## src/rtl/uart_pkg.sv

```systemverilog
// Shared definitions for the UART TX-side arbiter and its helpers.
// Holds the TX arbiter state encoding, parity mode selectors, the default
// start-handshake timeout, the timeout counter width, and the parity helper.
package uart_pkg;

  typedef enum logic [2:0] {
    IDLE      = 3'd0,
    GRANT     = 3'd1,
    START     = 3'd2,
    WAIT_BUSY = 3'd3,
    WAIT_DONE = 3'd4
  } tx_state_e;

  localparam int unsigned PARITY_EVEN           = 0;
  localparam int unsigned PARITY_ODD            = 1;
  localparam int unsigned START_TIMEOUT_DEFAULT = 16;
  localparam int unsigned CNT_W                 = 8;

  // XOR reduction of the byte, inverted for odd parity.
  function automatic logic parity_bit(input logic [7:0] d, input logic odd);
    return (^d) ^ odd;
  endfunction

endpackage

```

## src/rtl/uart_tx_arbiter_rr.sv

```systemverilog
// rr_arbiter2: two-way round-robin arbiter with its owner register.
// Ports:
//   clk, reset      - system clock, asynchronous active-low reset
//   en              - grants are only issued while en is high
//   req_a, req_b    - request levels
//   grant_a/grant_b - combinational one-hot grant (zero when en is low)
//   owner           - last granted requester (0 = A, 1 = B); 0 out of reset
module rr_arbiter2 (
  input  logic clk,
  input  logic reset,
  input  logic en,
  input  logic req_a,
  input  logic req_b,
  output logic grant_a,
  output logic grant_b,
  output logic owner
);

  logic r_owner;

  always_comb begin
    grant_a = 1'b0;
    grant_b = 1'b0;
    if (en) begin
      if (req_a && req_b) begin
        // On contention the requester that did not win last time goes next.
        grant_a = r_owner;
        grant_b = ~r_owner;
      end else begin
        grant_a = req_a;
        grant_b = req_b;
      end
    end
  end

  always_ff @(posedge clk or negedge reset) begin
    if (!reset) begin
      r_owner <= 1'b0;
    end else if (grant_a) begin
      r_owner <= 1'b0;
    end else if (grant_b) begin
      r_owner <= 1'b1;
    end
  end

  assign owner = r_owner;

endmodule

```

## src/rtl/uart_tx_arbiter.sv

```systemverilog
// uart_tx_arbiter: shares one UART transmitter core between two byte
// requesters (A, B) with round-robin arbitration.
// Ports:
//   clk, reset           - system clock, asynchronous active-low reset
//   req_a/data_a         - requester A level request and byte
//   req_b/data_b         - requester B level request and byte
//   ack_a, ack_b         - one-cycle pulse: that requester's byte was latched
//   tx_start             - one-cycle start pulse to the transmitter core
//   tx_data, tx_paridad  - latched byte and its parity bit
//   tx_busy              - transmitter frame in progress (already synchronised)
//   owner                - last granted requester (0 = A, 1 = B)
//   busy                 - high whenever not IDLE
//   err_timeout          - one-cycle pulse when tx_busy never rose after tx_start
module uart_tx_arbiter
  import uart_pkg::*;
#(
  parameter int unsigned ODD_PARITY    = PARITY_EVEN,
  parameter int unsigned START_TIMEOUT = START_TIMEOUT_DEFAULT
) (
  input  logic       clk,
  input  logic       reset,
  input  logic       req_a,
  input  logic [7:0] data_a,
  input  logic       req_b,
  input  logic [7:0] data_b,
  output logic       ack_a,
  output logic       ack_b,
  output logic       tx_start,
  output logic [7:0] tx_data,
  output logic       tx_paridad,
  input  logic       tx_busy,
  output logic       owner,
  output logic       busy,
  output logic       err_timeout
);

  localparam logic [CNT_W-1:0] CNT_LAST = CNT_W'(START_TIMEOUT - 1);
  localparam logic             PAR_INV  = (ODD_PARITY != 0);

  tx_state_e        r_state;
  tx_state_e        w_state_nxt;
  logic [CNT_W-1:0] r_cnt;
  logic [CNT_W-1:0] w_cnt_nxt;
  logic [7:0]       r_tx_data;
  logic             r_tx_par;
  logic             r_ack_a;
  logic             r_ack_b;
  logic             w_grant_a;
  logic             w_grant_b;
  logic             w_arb_en;
  logic             w_owner;
  logic             w_err;

  assign w_arb_en = (r_state == IDLE);

  rr_arbiter2 u_arb (
    .clk     (clk),
    .reset   (reset),
    .en      (w_arb_en),
    .req_a   (req_a),
    .req_b   (req_b),
    .grant_a (w_grant_a),
    .grant_b (w_grant_b),
    .owner   (w_owner)
  );

  always_comb begin
    w_state_nxt = r_state;
    w_cnt_nxt   = r_cnt;
    w_err       = 1'b0;
    case (r_state)
      IDLE: begin
        if (w_grant_a || w_grant_b) w_state_nxt = GRANT;
      end
      GRANT: begin
        w_state_nxt = START;
      end
      START: begin
        w_cnt_nxt   = '0;
        w_state_nxt = WAIT_BUSY;
      end
      WAIT_BUSY: begin
        if (tx_busy) begin
          w_state_nxt = WAIT_DONE;
        end else if (r_cnt == CNT_LAST) begin
          // Byte is dropped; no retry.
          w_err       = 1'b1;
          w_state_nxt = IDLE;
        end else begin
          w_cnt_nxt = r_cnt + 1'b1;
        end
      end
      WAIT_DONE: begin
        if (!tx_busy) w_state_nxt = IDLE;
      end
      default: begin
        w_state_nxt = IDLE;
      end
    endcase
  end

  always_ff @(posedge clk or negedge reset) begin
    if (!reset) begin
      r_state   <= IDLE;
      r_cnt     <= '0;
      r_tx_data <= '0;
      r_tx_par  <= 1'b0;
      r_ack_a   <= 1'b0;
      r_ack_b   <= 1'b0;
    end else begin
      r_state <= w_state_nxt;
      r_cnt   <= w_cnt_nxt;
      r_ack_a <= w_grant_a;
      r_ack_b <= w_grant_b;
      if (w_grant_a) begin
        r_tx_data <= data_a;
        r_tx_par  <= parity_bit(data_a, PAR_INV);
      end else if (w_grant_b) begin
        r_tx_data <= data_b;
        r_tx_par  <= parity_bit(data_b, PAR_INV);
      end
    end
  end

  assign ack_a       = r_ack_a;
  assign ack_b       = r_ack_b;
  assign tx_start    = (r_state == START);
  assign tx_data     = r_tx_data;
  assign tx_paridad  = r_tx_par;
  assign owner       = w_owner;
  assign busy        = (r_state != IDLE);
  assign err_timeout = w_err;

endmodule

```

## config.mk

```make
export PLATFORM = sky130hd
export DESIGN_NAME = uart_tx_arbiter
export DESIGN_NICKNAME = d
export VERILOG_FILES = /design/src/rtl/uart_pkg.sv /design/src/rtl/uart_tx_arbiter_rr.sv /design/src/rtl/uart_tx_arbiter.sv
export SDC_FILE = /design/constraint.sdc
export NUM_CORES = 1
export LEC_CHECK = 0
export BUFFER_PORTS_ARGS = -buffer_cell sky130_fd_sc_hd__buf_2
export CAP_MARGIN = 20
export CORE_MARGIN = 5
export CORE_UTILIZATION = 55
export DETAILED_ROUTE_END_ITERATION = 16
export PLACE_DENSITY = 0.83
export SLEW_MARGIN = 20
export SYNTH_ARGS = -nofsm -noshare
export SYNTH_HDL_FRONTEND = slang
export SYNTH_SLANG_ARGS = --single-unit
```

## constraint.sdc

```tcl
create_clock -name clk -period 3.13 [get_ports clk]
set_input_delay 0.313 -clock clk [delete_from_list [all_inputs] [get_ports clk]]
set_output_delay 0.313 -clock clk [all_outputs]
set_load 0.01 [all_outputs]
```

* Yosys cells after proc, flatten, opt, wreduce, memory -nomap -nowiden
Cells that the tools add are included.
** Word-level totals
- Input bits :: 21
- Flip-flop bits (word level) :: 23
- Output and inout port bits :: 15
** Operators by class
- Eq/ne operators :: 10
- Bitwise gates (word level) :: 1
- Mux-type cells :: 21
- Reduce and logical (&&, ||, !) cells :: 10
- Add/sub/neg operators :: 1
** Operator list (count)
- 8-bit two-way mux :: 4
- 8-bit case mux with 2 select lines :: 1
- 8-bit parity :: 2
- 3-bit case mux with 5 select lines :: 1
- 3-bit two-way mux :: 4
- 1-bit two-way mux :: 11
- 8-bit by 1-bit adder with 8-bit output (second input constant) :: 1
- 8-bit by 4-bit == test with 1-bit output (second input constant) :: 1
- 2-bit != test (second input constant) :: 4
- 3-bit by 2-bit == test with 1-bit output (second input constant) :: 2
- 3-bit AND reduction :: 2
- 2-bit nonzero test :: 2
- 3-bit by 1-bit == test with 1-bit output (second input constant) :: 1
- 3-bit == test (second input constant) :: 1
- 3-bit zero test :: 1
- 3-bit != test (second input constant) :: 1
- 3-bit nonzero test :: 1
- 1-bit logical AND :: 1
- 1-bit logical OR :: 1
- 1-bit inverter :: 1

* Longest topological paths before layout
- Depth after elaboration :: 6
- Mapped depth :: 7
- Depth with buffers taken out :: 6

* By module
From an unflattened synthesis, not the netlist that was laid out.
** Unflattened totals
- Cell total of the unflattened synthesis :: 128
- Area total of the unflattened synthesis :: 1224.9 µm²
** By module, submodules not included
- uart_tx_arbiter :: times used 1, area an instance 1163.6 µm², cells each 120
- rr_arbiter2 :: times used 1, area an instance 61.3 µm², cells each 8

* Least setup slack after synthesis
Ideal clock, no wire load.
- Path type :: flip-flop to flip-flop
- Start :: register r_cnt[0]
- End :: register r_cnt[7]
- Period minus slack after synthesis :: 1613 ps
- Path buffers :: 1
- Arrival :: 1477 ps
- Data required time :: 2994 ps
- Stages on the path, launching flop included :: 8
- Slack :: 1517 ps
- Setup time :: 136 ps
- Cell sequence :: dfrtp_1 ha_1 and3_4 a21o_1 buf_6 a211oi_2 xnor2_1 nor2_2
** On the way
- Word-level cells in the longest chain between the ends :: 4
- Elaborated cells between the ends (all ways) :: 7
** Ends and longest elaborated chain
- start: declaration :: line uart_tx_arbiter.sv:42 : logic [CNT_W-1:0] r_cnt;
- start signal: assignment :: line uart_tx_arbiter.sv:112 : r_cnt <= w_cnt_nxt;
- 8-bit by 1-bit adder with 8-bit output :: line uart_tx_arbiter.sv:90 : w_cnt_nxt = r_cnt + 1'b1;
- 8-bit two-way mux :: line uart_tx_arbiter.sv:85 : end else if (r_cnt == CNT_LAST) begin
- 8-bit two-way mux :: line uart_tx_arbiter.sv:83 : if (tx_busy) begin
- 8-bit case mux with 2 select lines :: line uart_tx_arbiter.sv:71 : case (r_state)
Parallel ways exist; a longest one is shown, timed or not. The select of a mux whose other input is x is not followed.
A chain may end at the register's enable or synchronous reset.

* Worst setup path in the final report
- Start :: register r_state[1]
- End :: output tx_start
** On the way
- Word-level cells in the longest chain between the ends :: 1
** Ends and longest elaborated chain
- start: declaration :: line uart_tx_arbiter.sv:40 : tx_state_e r_state;
- start signal: assignment :: line uart_tx_arbiter.sv:111 : r_state <= w_state_nxt;
- 3-bit by 2-bit == test with 1-bit output :: line uart_tx_arbiter.sv:127 : assign tx_start = (r_state == START);
- end: declaration :: line uart_tx_arbiter.sv:28 : output logic tx_start,
No other way between the ends.

==> impl_metrics.tcl <==
set metrics [dict create \
    dieArea_um2 3458 \
    drive_gt1_share_pct 29.82 \
    grt_overflow_total 0 \
    nFillCells 180 \
    antenna_found_initial 0 \
    relSlewSlack_pct 63.80 \
    avgViaCountPerCell 5.352 \
    cp_max_fo 8 \
    worstPathCellList "nand2b_1 -> nor2_1 -> buf_2" \
    drt-total-wl_um 2599 \
    clkLatencyLatePin_ps 300 \
    slew_violations 0 \
    power_density_nw_per_um2 756.7 \
    ys_seq_area_share_pct 43.94 \
    cts_sinks 23 \
    worstHoldPathType "primary input to register" \
    clock_skew_ps 3.409 \
    finish.utilization_pct 67.79 \
    max_freq_mhz 499.5 \
    synth_edf_count 0 \
    crit_required_ps 2820 \
    fin_area_um2 1514 \
    grt_pass1_vias 1060 \
    row_count 17 \
    postRouteAntennaNets 0 \
    post-route-period-util_pct 63.97 \
    end_kind "primary output" \
    hold_viol_final 0 \
    grt_pass1_wl_um 4567 \
    layout_common_cells "buf_2 (35), dfrtp_1 (23), nand2_1 (22)" \
    postSynthNetCount 158 \
    async_flop_share_pct 100.0 \
    startpoint_type "register" \
    crit_slowest_cell "dfrtp_1" \
    htree_levels 1 \
    grt_max_degree 24 \
    antenna_cells 0 \
    cts_resized 0 \
    ys_ff_latch 23 \
    area_delta_synth_final_pct 15.57 \
    wl_per_cell_um 13.06 \
    cts_tree "done" \
    dr.pass1.iters 4 \
    synth_cells 136 \
    fin_crit_ps 2002 \
    place_area_um2 1476 \
    dr.first_iter.drc_count 33 \
    die_h_um 58.81 \
    power_w 0.001146 \
    die_x_um 58.81 \
    timing.setup.tns_ps 0 \
    cap_violations 0 \
    r2r-start "r_cnt[5]" \
    dp_hpwl_um 1986 \
    tightestPinTransition_ps 542.9 \
    slowest_delay_ps 530 \
    core_area_um2 2233 \
    clkTransAtPathRegs_ps 130 \
    syn_area_um2 1310 \
    status "complete, no violations" \
    cts_buffers 3 \
    grt.total_usage_pct 16.82 \
    final_common_cell "buf_2" \
    cp_data_arrival_time_ps 1690 \
    hp-start "req_a" \
    vias 1065 \
    min_delay_path_depth 2 \
    drc 0 \
    start_util_pct 58.66 \
    fin_hold_ws_ps 254.6 \
    setup_violations 0 \
    clockRootBuffer "clkbuf_4" \
    path_class "register to primary output" \
    synth.distinct_cells 35 \
    final_net_count 194 \
    place_congestion 0.7484 \
    io_pins 36 \
    crit_start "r_state[1]" \
    yosys_most_used_dff "dfrtp_1" \
    io_buffers 35 \
    ir_drop_mv 0.5224 \
    synth_warnings 0 \
    p_leak_nw 0.6998 \
    reg2reg_depth 5 \
    clockBufferDepth 2 \
    synth_area_per_cell_um2 9.632 \
    grt_setup_unrepaired "no" \
]
-- worst max-delay path: cells and delay by family (launching register included) --
| kind | cells | cell delay [ps] |
|---|---|---|
| DFF | 1 | 530 |
| and+or+nand+nor | 2 | 620 |
| buffers and inverters | 1 | 230 |
-- routing by layer --
| metal | up-vias | routed length (um) | global-route usage [%] |
|---|---|---|---|
| li1 | 537 | - | - |
| met1 | 499 | 1209 | 22.18 |
| met2 | 29 | 1243 | 27.92 |
| met3 | 0 | 146 | 3.947 |
| met4 | 0 | 0 | 3.883 |
| met5 | - | 0 | 0 |
-- synth_stat cells, drive strengths merged, types with 2 or more instances --
cell type	count	area (um2)
a21oi	7	35.03
a22o	3	27.53
a31oi	10	62.56
and3	2	17.52
buf	4	38.78
dfrtp	23	575.6
inv	3	11.26
nand2	22	82.58
nand2b	2	12.51
nand3	2	35.03
nand4	3	18.77
nor2	18	70.07
nor3	2	21.27
xnor2	19	166.4
-- registers in the layout (all words and copies together), names as in the netlist --
signal and count:
r_state 3, u_arb.owner 1, ack_b 1, ack_a 1, tx_paridad 1, r_cnt 8, tx_data 8
-- path summary, 6_finish.rpt --
| path | slack (ps) | to |
|---|---|---|
| max | 1130 | tx_start |
| min | 250 | u_arb.owner |
| max reg2reg | 1320 | r_cnt[0] |
| min reg2reg | 530 | u_arb.owner |
| max in group asynchronous | 2290 | r_cnt[5] |
| min in group asynchronous | 490 | r_state[2] |
-- through the flow --
stage / worst slack (ps) / instances
5_1_grt: 1013 / 199
6_report: 1128 / 199
2_1_floorplan: 1517 / 136
3_3_place_gp: 1452 / 194
3_5_place_dp: 1341 / 194
4_1_cts: 1133 / 199
-- report_power, final --
group          switching (W)  internal, W
clock              0.0000877    0.0000476
sequential          0.000111     0.000402
combinational       0.000272     0.000225
total               0.000471     0.000675
-- area by class of cell --
class	count	area, um2	share of cell area [%]
Sequential cell	23	575.6	38.02
Inverter	4	16.27	1.074
Tap cell	28	35.03	2.314
Timing Repair Buffer	36	185.2	12.23
Clock inverter	1	5.005	0.3306
Multi-Input combinational cell	104	674.4	44.55
Clock buffer	3	22.52	1.488
-- logic make-up after synthesis --
group | Yosys count | share of synthesized area [%]
muxes | 1 | 0.8595
buffers and inverters | 9 | 4.583
xor gates and xnor gates | 20 | 13.37
adders and majority gates | 1 | 0.9550
DFF | 23 | 43.93
AOI/OAI and AO/OA | 26 | 13.28
and+or+nand+nor | 56 | 23.02
-- what timing repair did --
item | in CTS | in global routing
buffers inserted | 0 | 0
hold buffers | 1 | 0
hold endpoints to repair | 23 | 0
Note: power is estimated with default switching activity, not from simulation.
